File: config.mk
export PLATFORM = sky130hd
export DESIGN_NAME = ce_ls_expand
export DESIGN_NICKNAME = d
export VERILOG_FILES = /design/src/rtl/ce_ls_expand.sv
export SDC_FILE = /design/constraint.sdc
export NUM_CORES = 1
export LEC_CHECK = 0
export CAP_MARGIN = 20
export CORE_UTILIZATION = 25
export DETAILED_ROUTE_END_ITERATION = 10
export GPL_TIMING_DRIVEN = 0
export PLACE_DENSITY = 0.51
export SLEW_MARGIN = 10
export SYNTH_ARGS = -nofsm -noshare
export SYNTH_HDL_FRONTEND = slang
export SYNTH_SLANG_ARGS = --single-unit
File: constraint.sdc
create_clock -name clk -period 2.2 [get_ports clk]
set_input_delay 0.22 -clock clk [delete_from_list [all_inputs] [get_ports clk]]
set_output_delay 0.22 -clock clk [all_outputs]
set_load 0.05 [all_outputs]
File: src/rtl/ce_ls_expand.sv
// ce_ls_expand: widens narrow complex LS samples to the CE arithmetic width
// (sign-extend, then x2^divide_width), re-frames packets against fftpts_in and
// reports framing errors. Output register plus a 1-entry skid buffer give full
// ready/valid backpressure with a registered sink_ready.
module ce_ls_expand #(
   parameter int wDataIn      = 16,
   parameter int wDataOut     = 36,
   parameter int divide_width = 16
) (
   input  logic                clk,
   input  logic                rst_sync,
   input  logic                sink_valid,
   output logic                sink_ready,
   input  logic [1:0]          sink_error,
   input  logic                sink_sop,
   input  logic                sink_eop,
   input  logic [wDataIn-1:0]  sink_real,
   input  logic [wDataIn-1:0]  sink_imag,
   input  logic [11:0]         fftpts_in,
   output logic                source_valid,
   input  logic                source_ready,
   output logic [1:0]          source_error,
   output logic                source_sop,
   output logic                source_eop,
   output logic [wDataOut-1:0] source_real,
   output logic [wDataOut-1:0] source_imag,
   output logic [11:0]         fftpts_out
);

   // beat layout: {sop, eop, error[1:0], fftpts[11:0], real, imag}
   localparam int BW = 2 * wDataOut + 16;

   typedef enum logic [1:0] {
      S_IDLE   = 2'd0,
      S_IN_PKT = 2'd1,
      S_DROP   = 2'd2
   } state_t;

   state_t        r_state, w_state_nxt;
   logic [12:0]   r_cnt, w_cnt_nxt;
   logic [12:0]   r_len, w_len_nxt, w_len_in;
   logic [11:0]   r_fft, w_fft_nxt;
   logic          w_emit, w_sop, w_eop;
   logic [1:0]    w_err;
   logic          r_sink_ready, w_acc;
   logic          r_out_valid, r_skid_full;
   logic          w_skid_load, w_skid_unload, w_skid_full_nxt;
   logic [BW-1:0] r_out_beat, r_skid_beat, w_new_beat;

   // sign-extend to the wide width, then shift into the upper bits
   function automatic logic [wDataOut-1:0] f_scale(input logic [wDataIn-1:0] x);
      logic signed [wDataOut-1:0] v_ext;
      v_ext = wDataOut'($signed(x));
      return v_ext <<< divide_width;
   endfunction

   assign w_acc    = sink_valid & r_sink_ready;
   assign w_len_in = (fftpts_in == 12'd0) ? 13'd4096 : {1'b0, fftpts_in};

   // framing FSM: classify each accepted beat as emitted or dropped, set sop/eop/error
   always_comb begin
      w_state_nxt = r_state;
      w_cnt_nxt   = r_cnt;
      w_len_nxt   = r_len;
      w_fft_nxt   = r_fft;
      w_emit      = 1'b0;
      w_sop       = 1'b0;
      w_eop       = 1'b0;
      w_err       = 2'b00;
      case (r_state)
         S_IDLE: begin
            if (w_acc && sink_sop) begin
               w_emit    = 1'b1;
               w_sop     = 1'b1;
               w_cnt_nxt = 13'd1;
               w_len_nxt = w_len_in;
               w_fft_nxt = fftpts_in;
               if (w_len_in == 13'd1) begin
                  w_eop = 1'b1;
                  if (sink_eop) begin
                     w_err       = sink_error;
                     w_state_nxt = S_IDLE;
                  end else begin
                     w_err       = 2'b10;
                     w_state_nxt = S_DROP;
                  end
               end else if (sink_eop) begin
                  w_eop       = 1'b1;
                  w_err       = 2'b01;
                  w_state_nxt = S_IDLE;
               end else begin
                  w_err       = sink_error;
                  w_state_nxt = S_IN_PKT;
               end
            end else begin
               w_state_nxt = S_IDLE;
            end
         end
         S_IN_PKT: begin
            if (w_acc) begin
               w_emit    = 1'b1;
               w_cnt_nxt = r_cnt + 13'd1;
               if (w_cnt_nxt == r_len) begin
                  w_eop = 1'b1;
                  if (sink_eop) begin
                     w_err       = sink_sop ? 2'b11 : sink_error;
                     w_state_nxt = S_IDLE;
                  end else begin
                     w_err       = 2'b10;
                     w_state_nxt = S_DROP;
                  end
               end else if (sink_eop) begin
                  w_eop       = 1'b1;
                  w_err       = 2'b01;
                  w_state_nxt = S_IDLE;
               end else begin
                  w_err       = sink_sop ? 2'b11 : sink_error;
                  w_state_nxt = S_IN_PKT;
               end
            end else begin
               w_state_nxt = S_IN_PKT;
            end
         end
         S_DROP: begin
            if (w_acc && sink_eop) begin
               w_state_nxt = S_IDLE;
            end else begin
               w_state_nxt = S_DROP;
            end
         end
         default: begin
            w_state_nxt = S_IDLE;
         end
      endcase
   end

   assign w_new_beat = {w_sop, w_eop, w_err, w_fft_nxt, f_scale(sink_real), f_scale(sink_imag)};

   // skid fills only when a new beat arrives while the output is stalled;
   // it can never be loaded while full because sink_ready is then low
   assign w_skid_load     = w_acc & w_emit & r_out_valid & ~source_ready;
   assign w_skid_unload   = r_out_valid & source_ready & r_skid_full;
   assign w_skid_full_nxt = w_skid_load | (r_skid_full & ~w_skid_unload);

   // FSM state, packet length and beat counter registers
   always_ff @(posedge clk) begin
      if (rst_sync) begin
         r_state <= S_IDLE;
         r_cnt   <= 13'd0;
         r_len   <= 13'd0;
         r_fft   <= 12'd0;
      end else begin
         r_state <= w_state_nxt;
         r_cnt   <= w_cnt_nxt;
         r_len   <= w_len_nxt;
         r_fft   <= w_fft_nxt;
      end
   end

   // output register, skid buffer and registered sink_ready
   always_ff @(posedge clk) begin
      if (rst_sync) begin
         r_out_valid  <= 1'b0;
         r_out_beat   <= '0;
         r_skid_full  <= 1'b0;
         r_skid_beat  <= '0;
         r_sink_ready <= 1'b0;
      end else begin
         if (w_skid_load) begin
            r_skid_full <= 1'b1;
            r_skid_beat <= w_new_beat;
         end else if (w_acc && w_emit) begin
            r_out_valid <= 1'b1;
            r_out_beat  <= w_new_beat;
         end else if (r_out_valid && source_ready) begin
            if (r_skid_full) begin
               r_out_beat  <= r_skid_beat;
               r_skid_full <= 1'b0;
            end else begin
               r_out_valid <= 1'b0;
            end
         end else begin
            r_out_valid <= r_out_valid;
         end
         r_sink_ready <= ~w_skid_full_nxt;
      end
   end

   assign sink_ready   = r_sink_ready;
   assign source_valid = r_out_valid;
   assign {source_sop, source_eop, source_error, fftpts_out, source_real, source_imag} = r_out_beat;

endmodule

==> impl_metrics.toml <==
[outcome]
status = "finished, violations left"
violations = "setup timing"

[timing]
period_minus_slack_ns = 2.209
hold_violations = 0
fin_worst_skew_ns = 0.01313
fmax_mhz = 452.6
tightestPinTransition_ns = 0.6717
drv_slew = 0
setup_slack_ns = -0.009427
hold-worst-slack_ns = 0.2618
setup-violations-final = 2
fin_crit_sh_pct = 100.4
slew_headroom_pct = 55.22
rsz0062_at_grt = "yes"

[synthesis]
syn_area_mm2 = 0.006282
ys.flop_type = "dfxtp_1"
ys_seq_area_share_pct = 44.29
netlist.top_cell.by_area = "dfxtp_1"
ys_types = 58
syn_area_per_cell_um2 = 7.873
netlist_instances = 798
yosysTopAreaCellShare_pct = 44.29
synth.ff_latch_count = 139
ys_warn_count = 0
synth_edf_count = 0
synth_area_leaders = "dfxtp_1 44%, nand2_1 12%, a21oi_1 6.5%"
synthArstFlopShare_pct = 0

[min_path]
min_path_type = "input port to flop"

[setup_path]
cp.arrival_ns = 2.49
crit_family = "simple AND/OR/NAND/NOR gates"
required_ns = 2.48
path_cells = "buf_6 -> nand3_4 -> or4_4 -> a21oi_2 -> o2111ai_2 -> nor3_4 -> a31o_1 -> a211oi_1"
cp_max_fo = 6
slowest_stage = "or4_4"
worstSetupStartpointType = "flop"
cp_num_buf_inv = 1
cpPeakStageDelay_ns = 0.52
critical_path_class = "flop to flop"
end_kind = "flop"

[layout]
nets = 1021
area_growth_syn_to_layout_pct = 39.97
drive_gt1_share_pct = 17.13
num_antenna_cells = 0
utilization_pct = 35.95
n_fill_cell = 2558

[power]
p_leak_nw = 3.014
vdd_drop_max_uv = 489.6
powerDensity_mw_per_mm2 = 732.4

[clocking]
cts_tree = "yes"
numCtsBuffers = 17
clk_pin_slew_worst_paths_ns = 0.06
ctsRootBufferMaster = "clkbuf_16"
cts.sinks = 139
cts_hold_buffers = 0
worstSkewPairLatency_ns = 0.43
cts_max_level = 4
clk_path_buf_depth = 2

[grt]
grt_pass1_vias = 5545
gr-total-overflow = 0
track_usage_pct = 15.76
grt_antenna_before_repair = 0
grt_max_degree = 17
grt_pass1_wl_mm = 31.57

[floorplan]
initial_utilization_pct = 25.68
die_w_um = 160.5
io_pins = 142
die_y_um = 160.5
die-area_mm2 = 0.02577
coreArea_mm2 = 0.02446
row_count = 57

[routing]
drt_wl_total_mm = 19.79
antenna_left = 0
drt_pass1_iterations = 4
drtIter0Drc = 308
vias = 6011
wl_per_cell_um = 15.16
route.detailed.drc = 0
avgViaCountPerCell = 4.606

[placed_design]
numPortBuffers = 107
dp_hpwl_mm = 14.46
gp_congestion = 0.7876

[job]
drv_cap = 0
==> synthesized netlist by cell type, drive strengths merged, types with 7 or more instances <==
cell    instances
a211oi         17
a21boi         12
a21oi          84
a311oi         37
buf            52
clkbuf         48
dfxtp         139
nand2         200
nand3           8
nand4           8
nor2           86
nor3            7
o211ai         13
o21ai          16
or3             8
xnor2          10
==> final cells by class <==
type	count	area, um2	area share (%)
buffer	96	586.8	6.673
clock buffer	18	439.2	4.994
clock inverter	14	136.4	1.551
inverter	4	15.01	0.1707
multi-input combinational	586	3214	36.55
sequential	139	2798	31.82
tap	324	405.4	4.610
timing repair buffer	124	1199	13.63
==> placed cells by master (no fill, tap or decap), types with 3 or more instances in the layout <==
cell type	count
nand2_1	197
dfxtp_1	129
clkdlybuf4s50_1	107
nor2_1	83
a21oi_1	80
buf_4	60
a311oi_1	35
conb_1	32
clkbuf_1	24
a211oi_1	17
clkbuf_16	17
clkbuf_2	15
o21ai_0	15
o211ai_1	13
a21boi_0	11
xnor2_1	10
dfxtp_2	9
buf_2	7
nand4_1	7
or3_1	7
nand3_1	6
nor3_1	5
clkinvlp_4	5
inv_1	4
clkbuf_4	4
a21oi_2	4
o41ai_2	4
nand3b_1	4
inv_6	4
nand2b_1	3
and2_1	3
buf_6	3
o31ai_1	3
==> where the power goes <==
part | internal [mW] | total (mW) | switching (mW)
Clock | 1.61 | 2.81 | 1.20
Sequential | 2.59 | 2.63 | 0.0482
Combinational | 0.348 | 0.999 | 0.651
==> routing by layer <==
layer	vias up	global-route usage, %	wire length, um
li1	3041	-	-
met1	2789	21.73	9511
met2	165	24.46	8957
met3	16	3.538	1079
met4	0	4.502	237
met5	-	0	0
==> metrics by stage <==
| step | instance area (um2) | instances | power [mW] | worst slack [ns] | setup TNS, ns |
|---|---|---|---|---|---|
| floorplan | 6402 | 829 | 3.315 | 0.03444 | 0 |
| global placement | 7879 | 1260 | 3.655 | -1.087 | -96.25 |
| detailed placement | 7879 | 1260 | 3.657 | -1.128 | -94.02 |
| CTS | 8731 | 1303 | 6.508 | -0.02503 | -0.02727 |
| global route | 8793 | 1305 | 6.715 | -0.08773 | -0.4316 |
| finish | 8793 | 1305 | 6.440 | -0.009427 | -0.01138 |
==> sequential cells by signal, summed over array words and instances (netlist names) <==
| name | flops |
|---|---|
| r_cnt | 13 |
| r_fft | 12 |
| r_len | 13 |
| r_out_beat | 48 |
| r_skid_beat | 48 |
| r_skid_full | 1 |
| r_state | 2 |
| sink_ready | 1 |
| source_valid | 1 |
==> cell families after synthesis <==
kind of cell | count (synthesis) | share of synthesized area, %
fa+ha+maj | 1 | 0.1991
simple gates | 341 | 23.02
flops | 139 | 44.29
xor+xnor | 13 | 2.031
compound gates | 199 | 21.53
other cells | 1 | 0.05969
buf+inv | 104 | 8.863
==> worst paths after layout <==
check                      start             end  slack [ns]  cells past startpoint
setup / recovery        r_cnt[6]  r_out_beat[84]      -0.009                      8
hold / removal          sink_eop      r_state[1]        0.26                      2
setup reg to reg        r_cnt[6]  r_out_beat[84]      -0.009                      8
hold reg to reg   r_out_beat[81]  r_out_beat[81]        0.46                      2
==> what timing repair did <==
| action | in CTS | in global routing |
|---|---|---|
| pin swaps | 17 | 8 |
| resized for setup | 63 | 16 |
| setup endpoints to repair | 115 | 100 |
| setup buffers | 13 | 4 |
(Power assumes the default switching activity.)
